[src/rtl/fifo_burst_reader.sv]
// Drains a commanded burst from the sync FIFO into a valid/ready stream.
// Optional stall counter enabled with FRD_STALL_CNT_EN.
module fifo_burst_reader #(
    parameter int WIDTH = 8,
    parameter int LEN_W = 8
) (
    input  logic             clk,
    input  logic             rst_n,
    input  logic             cmd_valid,
    output logic             cmd_ready,
    input  logic [LEN_W-1:0] cmd_len,
    output logic             fifo_rinc,
    input  logic             fifo_rempty,
    input  logic [WIDTH-1:0] fifo_rdata,
    output logic             m_valid,
    input  logic             m_ready,
    output logic [WIDTH-1:0] m_data,
    output logic             m_last,
    output logic             done
`ifdef FRD_STALL_CNT_EN
    ,
    output logic [31:0]      stall_cnt
`endif
);

    typedef enum logic [1:0] {
        S_IDLE,
        S_RUN,
        S_DRAIN,
        S_FIN
    } state_t;

    state_t            state;
    logic [LEN_W-1:0]  issue_rem;
    logic [LEN_W-1:0]  deliver_rem;
    logic [WIDTH-1:0]  buf0;
    logic [WIDTH-1:0]  buf1;
    logic [1:0]        buf_cnt;
    logic              inflight;
    logic              pop;
    logic              rd_acc;
    logic              cmd_acc;
    logic [2:0]        occ;

    assign pop     = m_valid & m_ready;
    assign rd_acc  = fifo_rinc & ~fifo_rempty;
    assign cmd_acc = cmd_valid & cmd_ready;
    assign occ     = {1'b0, buf_cnt} + {2'b00, inflight};

    // Counting the in-flight word keeps the 2-entry buffer from overflowing.
    assign fifo_rinc = (state == S_RUN)
                     && (issue_rem != '0)
                     && (occ < 3'd2 + {2'b00, pop});

    assign m_valid = (buf_cnt != 2'd0);
    assign m_data  = buf0;
    assign m_last  = m_valid & (deliver_rem == LEN_W'(1));

    always_ff @(posedge clk or negedge rst_n) begin
        if (!rst_n) begin
            state       <= S_IDLE;
            cmd_ready   <= 1'b1;
            done        <= 1'b0;
            issue_rem   <= '0;
            deliver_rem <= '0;
        end else begin
            done <= 1'b0;
            if (rd_acc && issue_rem != '0)
                issue_rem <= issue_rem - LEN_W'(1);
            if (pop && deliver_rem != '0)
                deliver_rem <= deliver_rem - LEN_W'(1);
            unique case (state)
                S_IDLE: begin
                    if (cmd_acc) begin
                        cmd_ready <= 1'b0;
                        if (cmd_len == '0) begin
                            state <= S_FIN;
                            done  <= 1'b1;
                        end else begin
                            issue_rem   <= cmd_len;
                            deliver_rem <= cmd_len;
                            state       <= S_RUN;
                        end
                    end
                end
                S_RUN: begin
                    if (rd_acc && issue_rem == LEN_W'(1))
                        state <= S_DRAIN;
                end
                S_DRAIN: begin
                    // Finish in the cycle right after the last beat pops.
                    if (deliver_rem == '0
                        || (pop && deliver_rem == LEN_W'(1))) begin
                        state <= S_FIN;
                        done  <= 1'b1;
                    end
                end
                S_FIN: begin
                    state     <= S_IDLE;
                    cmd_ready <= 1'b1;
                end
                default: state <= S_IDLE;
            endcase
        end
    end

    always_ff @(posedge clk or negedge rst_n) begin
        if (!rst_n) begin
            buf0     <= '0;
            buf1     <= '0;
            buf_cnt  <= 2'd0;
            inflight <= 1'b0;
        end else begin
            inflight <= rd_acc;
            case ({inflight, pop})
                2'b10: begin
                    if (buf_cnt == 2'd0)
                        buf0 <= fifo_rdata;
                    else
                        buf1 <= fifo_rdata;
                    buf_cnt <= buf_cnt + 2'd1;
                end
                2'b01: begin
                    buf0    <= buf1;
                    buf_cnt <= buf_cnt - 2'd1;
                end
                2'b11: begin
                    if (buf_cnt == 2'd1) begin
                        buf0 <= fifo_rdata;
                    end else begin
                        buf0 <= buf1;
                        buf1 <= fifo_rdata;
                    end
                end
                default: ;
            endcase
        end
    end

`ifdef FRD_STALL_CNT_EN
    always_ff @(posedge clk or negedge rst_n) begin
        if (!rst_n) begin
            stall_cnt <= '0;
        end else if (cmd_acc) begin
            stall_cnt <= '0;
        end else if (((m_valid & ~m_ready)
                      | ((state == S_RUN) & fifo_rinc & fifo_rempty))
                     && stall_cnt != '1) begin
            stall_cnt <= stall_cnt + 32'd1;
        end
    end
`endif

endmodule

[config.mk]
export PLATFORM = sky130hd
export DESIGN_NAME = fifo_burst_reader
export DESIGN_NICKNAME = d
export VERILOG_FILES = /design/src/rtl/fifo_burst_reader.sv
export SDC_FILE = /design/constraint.sdc
export NUM_CORES = 1
export LEC_CHECK = 0
export CAP_MARGIN = 20
export CORE_ASPECT_RATIO = 1.1
export CORE_MARGIN = 2
export CORE_UTILIZATION = 25
export DETAILED_ROUTE_END_ITERATION = 10
export SETUP_SLACK_MARGIN = 0.4
export SLEW_MARGIN = 5
export SYNTH_ARGS = -nofsm -noshare
export SYNTH_HDL_FRONTEND = slang
export SYNTH_SLANG_ARGS = --single-unit
[constraint.sdc]
create_clock -name clk -period 3.8 [get_ports clk]
set_input_delay 0.38 -clock clk [delete_from_list [all_inputs] [get_ports clk]]
set_output_delay 0.38 -clock clk [all_outputs]
set_load 0.05 [all_outputs]
======== Word-level counts from Yosys, hierarchy flattened ========
Cells that the tools add are included.
operators by class
  multiplexer cells ....................... 26
  equality and inequality tests ........... 15
  order comparisons ....................... 1
  bitwise operators ....................... 5
  add/sub/neg operators ................... 6
  reduce and logical (&&, ||, !) cells .... 22
operators with widths
  operator                                                             count
  8-bit two-way mux                                                    12
  8-bit one-hot mux with 3 select lines                                1
  8-bit by 1-bit == test with 1-bit output (second input constant)     2
  8-bit logical NOT                                                    2
  8-bit one-hot mux with 2 select lines                                1
  8-bit nonzero test                                                   2
  8-bit by 1-bit subtractor with 8-bit output (second input constant)  2
  2-bit inequality test (second input constant)                        5
  2-bit == test (second input constant)                                4
  2-bit two-way mux                                                    4
  2-bit one-hot mux with 4 select lines                                1
  2-bit nonzero test                                                   4
  2-bit by 1-bit == test with 1-bit output (second input constant)     3
  1-bit logical AND                                                    6
  3-bit AND reduction                                                  2
  1-bit bitwise AND                                                    4
  2-bit logical NOT                                                    2
  1-bit two-way mux                                                    4
  1-bit one-hot mux with 2 select lines                                2
  2-bit one-hot mux with 2 select lines                                1
  2-bit AND reduction                                                  2
  2-bit by 1-bit adder with 3-bit output                               1
  2-bit by 1-bit adder with 3-bit output (first input constant)        1
  3-bit < comparator                                                   1
  6 further kinds                                                      6
word-level totals
  word-level logic and storage cells ...... 84
  input port bits ......................... 21
  bits in registers ....................... 39
  output and inout port bits .............. 13

======== Logic depth before layout (Yosys ltp) ========
  depth in word-level cells ............... 11
  mapped depth ............................ 8
  mapped depth without buffers ............ 8

======== Least setup slack after synthesis ========
OpenSTA, ideal clock, no wires.
  path kind ............................... reg-to-output
  start ................................... register buf_cnt[0]
  end ..................................... output port fifo_rinc
  buffers on the path ..................... 0
  slack ................................... 848 ps
  required time ........................... 3420 ps
  cell stages (with the launch flop) ...... 5
  arrival ................................. 2572 ps
  cell sequence ........................... dfrtp_1 -> ha_1 -> nor3b_1 -> nor2_1 -> nor4bb_1
on the way
  word-level cells in the longest chain between the ends .. 5
  elaborated cells between the ends (all ways) .. 6
  those cells by class .................... add/sub (2); order compare (1); bitwise (1); reduce/logical (2)
ends and longest elaborated chain
  element                                 line  source
  start: declaration                      38    logic [1:0] buf_cnt;
  start signal: assignment                121   buf_cnt <= buf_cnt + 2'd1;
  start signal: assignment                125   buf_cnt <= buf_cnt - 2'd1;
  2-bit nonzero test                      55    assign m_valid = (buf_cnt != 2'd0);
  1-bit bitwise AND                       45    assign pop = m_valid & m_ready;
  2-bit by 1-bit adder with 3-bit output  53    && (occ < 3'd2 + {2'b00, pop});
  3-bit < comparator (*)                  53
  1-bit logical AND (*)                   53
  end: declaration                        12    output logic fifo_rinc,
Mark *: on every way between the ends. The rest lies on a longest branch, timed or not.

======== Final worst setup path ========
Same ends and word-level chain as after synthesis.

==> flow_summary.json <==
{
  "avgSynthCellArea_um2": 9.90,
  "finalWirelength_um": 4820,
  "clk_pin_slew_ns": 0.08,
  "finalCritPeriodShare_pct": 78.4,
  "start_util_pct": 25.9,
  "worst_slew_pin_slew_ns": 0.892,
  "ant_nets": 0,
  "p_per_area_mw_per_mm2": 842,
  "crit_start": "buf_cnt[0]",
  "slowest_stage": "clkdlybuf4s50_1",
  "r2r_end": "buf1[1]",
  "drc": 0,
  "via_per_inst": 4.60,
  "critical_path_depth": 6,
  "cp_data_arrival_time_ns": 2.60,
  "startpoint_type": "flip-flop",
  "antenna_found_initial": 0,
  "wire_per_inst_um": 13.0,
  "postCtsSetupRepairBufs": 0,
  "reg2reg_setup_slack_ns": 1.24,
  "critPathRequiredTime_ns": 3.42,
  "period_needed_ns": 2.98,
  "die_y_um": 102,
  "max_freq_ghz": 0.336,
  "place_hpwl_um": 3640,
  "ctsHoldBuffers": 0,
  "criticalPathCategory": "flip-flop to output port",
  "diodes": 0,
  "nets": 298,
  "setup_viol": 0,
  "synthToLayoutAreaGrowth_pct": 27.9,
  "place_congestion": 0.818,
  "grt_usage_pct": 11.3,
  "cts_buffers": 5,
  "placed_area_mm2": 0.00265,
  "ys_warn_count": 0,
  "synth-seq-cells": 39,
  "htree_levels": 2,
  "dp_cells": 364,
  "pin_count": 34,
  "crit_end": "fifo_rinc",
  "crit_chain": "inv_1 > ha_1 > nor3b_1 > nor2_1 > nor4bb_1 > clkdlybuf4s50_1",
  "syn_inst": 220,
  "synth_area_mm2": 0.00218,
  "design_area_mm2": 0.00278,
  "r2r_cells": 8,
  "synth_flop_cell": "dfrtp_1",
  "max-slew-margin-rel_pct": 40.6,
  "die_area_mm2": 0.00947,
  "std_cell_rows": 35,
  "static-leakage-power_nw": 1.18,
  "clkSinkCount": 39,
  "cts.repair.resized": 0,
  "path_delay_family": "buffers and inverters",
  "hold_class": "input pin to async pin",
  "worst-path-max-fanout": 6,
  "synth_cell_types": 42,
  "fin_cells": 372,
  "postSynth.asyncResetShare_pct": 100,
  "cts_tree": "built",
  "root_buffer": "clkbuf_8",
  "crit_path_end_kind": "output port",
  "drive_above_1_share_pct": 8.43,
  "timing.final.max_slew_violations": 0,
  "fp.dieW_um": 93.0,
  "rsz0062_at_grt": "no",
  "grt_max_degree": 40,
  "synth_fp_nets": 258,
  "clk_latency_ns": 0.29,
  "maxCapViolCount": 0,
  "grt_pass1_wl_um": 8380,
  "synth_edf_count": 0,
  "fillerInstances": 876,
  "slowest_delay_ns": 0.86,
  "core_area_mm2": 0.00841,
  "clockBufferDepth": 2,
  "yosysSeqAreaShare_pct": 44.9,
  "hold_viol_final": 0,
  "post-place-ws_ns": 0.955,
  "finalWorstSetupSlack_ns": 0.822,
  "clock_skew_ns": 0.00905,
  "firstDrtPassIters": 4,
  "io_buffers": 33,
  "overflow": 0,
  "via_count": 1713,
  "max-vdd-ir-drop_mv": 0.238,
  "regToRegStartpoint": "buf_cnt[0]",
  "drt-initial-drc-count": 42,
  "cp_num_buf_inv": 2,
  "status": "completed",
  "grt_pass1_vias": 1732,
  "setup_tns_ns": 0
}
cells in the final DEF, fill, tap and decap left out, types with 7 or more instances in the layout:
cell             count
o21ai_0             26
mux2_2               8
nand2_1             25
a21oi_1              7
clkdlybuf4s50_1     32
inv_1               17
nand3_1              7
nor2_1               7
dfrtp_1             38
ha_1                17
xnor2_1              7
a22oi_1              8
synth_stat cells (4+ instances only):
library cell / n / area, um^2
a22oi_1: 8 / 60.1
nor3_1: 4 / 20.0
nor2_1: 7 / 26.3
nand3_1: 7 / 35.0
nand2_1: 25 / 93.8
inv_1: 17 / 63.8
xor2_1: 6 / 52.6
o21ai_0: 26 / 130
a21oi_1: 7 / 35.0
ha_1: 17 / 213
xnor2_1: 7 / 61.3
nor3b_1: 5 / 37.5
mux2_2: 8 / 90.1
dfrtp_1: 38 / 951
layout make-up:
type	instances	area [um^2]	area share, %
well taps	111	139	4.99
clock buffers	6	72.6	2.61
multi-input cells	161	1120	40.4
inverters	17	63.8	2.29
repair buffers	36	348	12.5
flip-flops and latches	39	977	35.1
clock inverters	2	60.1	2.16
metrics by stage:
| step | utilization (%) | hold slack, ns | power (W) |
|---|---|---|---|
| 3_3_place_gp | 31.5 | 0.463 | 0.00192 |
| 4_1_cts | 33.1 | 0.244 | 0.00237 |
| 3_5_place_dp | 31.5 | 0.472 | 0.00195 |
| 6_report | 33.1 | 0.195 | 0.00234 |
| 5_1_grt | 33.1 | 0.273 | 0.00256 |
| 2_1_floorplan | - | 0.0844 | 0.00160 |
per-layer routing:
layer  vias to the layer above  wire length [um]  global-route usage, %
met5                         -                 0                      0
met4                         0                57                   3.05
met3                         5               154                   2.36
met2                        28              2320                   18.5
met1                       826              2290                   15.2
li1                        854                 -                      -
worst min-delay path by stage:
stage | startpoint | to | slack, ns | cells past startpoint
floorplan | rst_n | buf1[0] | 0.08 | 0
global placement | m_data[6] | m_data[6] | 0.46 | 2
detailed placement | m_data[6] | m_data[6] | 0.47 | 2
CTS | rst_n | issue_rem[3] | 0.24 | 1
global route | rst_n | issue_rem[3] | 0.27 | 1
finish | rst_n | issue_rem[3] | 0.19 | 1
report_power, final:
group	internal [W]	switching, W	total (W)	leakage, nW
registers	0.000620	0.000146	0.000766	0.480
clock network	0.000263	0.000147	0.000410	0.0654
logic	0.000481	0.000685	0.00117	0.635
cell families (layout without fill, tap and decap cells):
| family | Yosys count | in the layout | share of synthesized area (%) |
|---|---|---|---|
| AOI/OAI and AO/OA | 51 | 51 | 14.0 |
| xor gates and xnor gates | 13 | 13 | 5.23 |
| buffers and inverters | 20 | 61 | 3.51 |
| muxes | 11 | 11 | 5.52 |
| DFF | 39 | 39 | 44.9 |
| adders and majority gates | 17 | 17 | 9.77 |
| and+or+nand+nor | 69 | 69 | 17.1 |
sequential cells by signal (all words and copies together) (netlist names):
name	count
buf_cnt	2
cmd_ready	1
inflight	1
issue_rem	8
deliver_rem	8
state	2
m_data	8
buf1	8
done	1
Power figures use the tool's default switching activity.
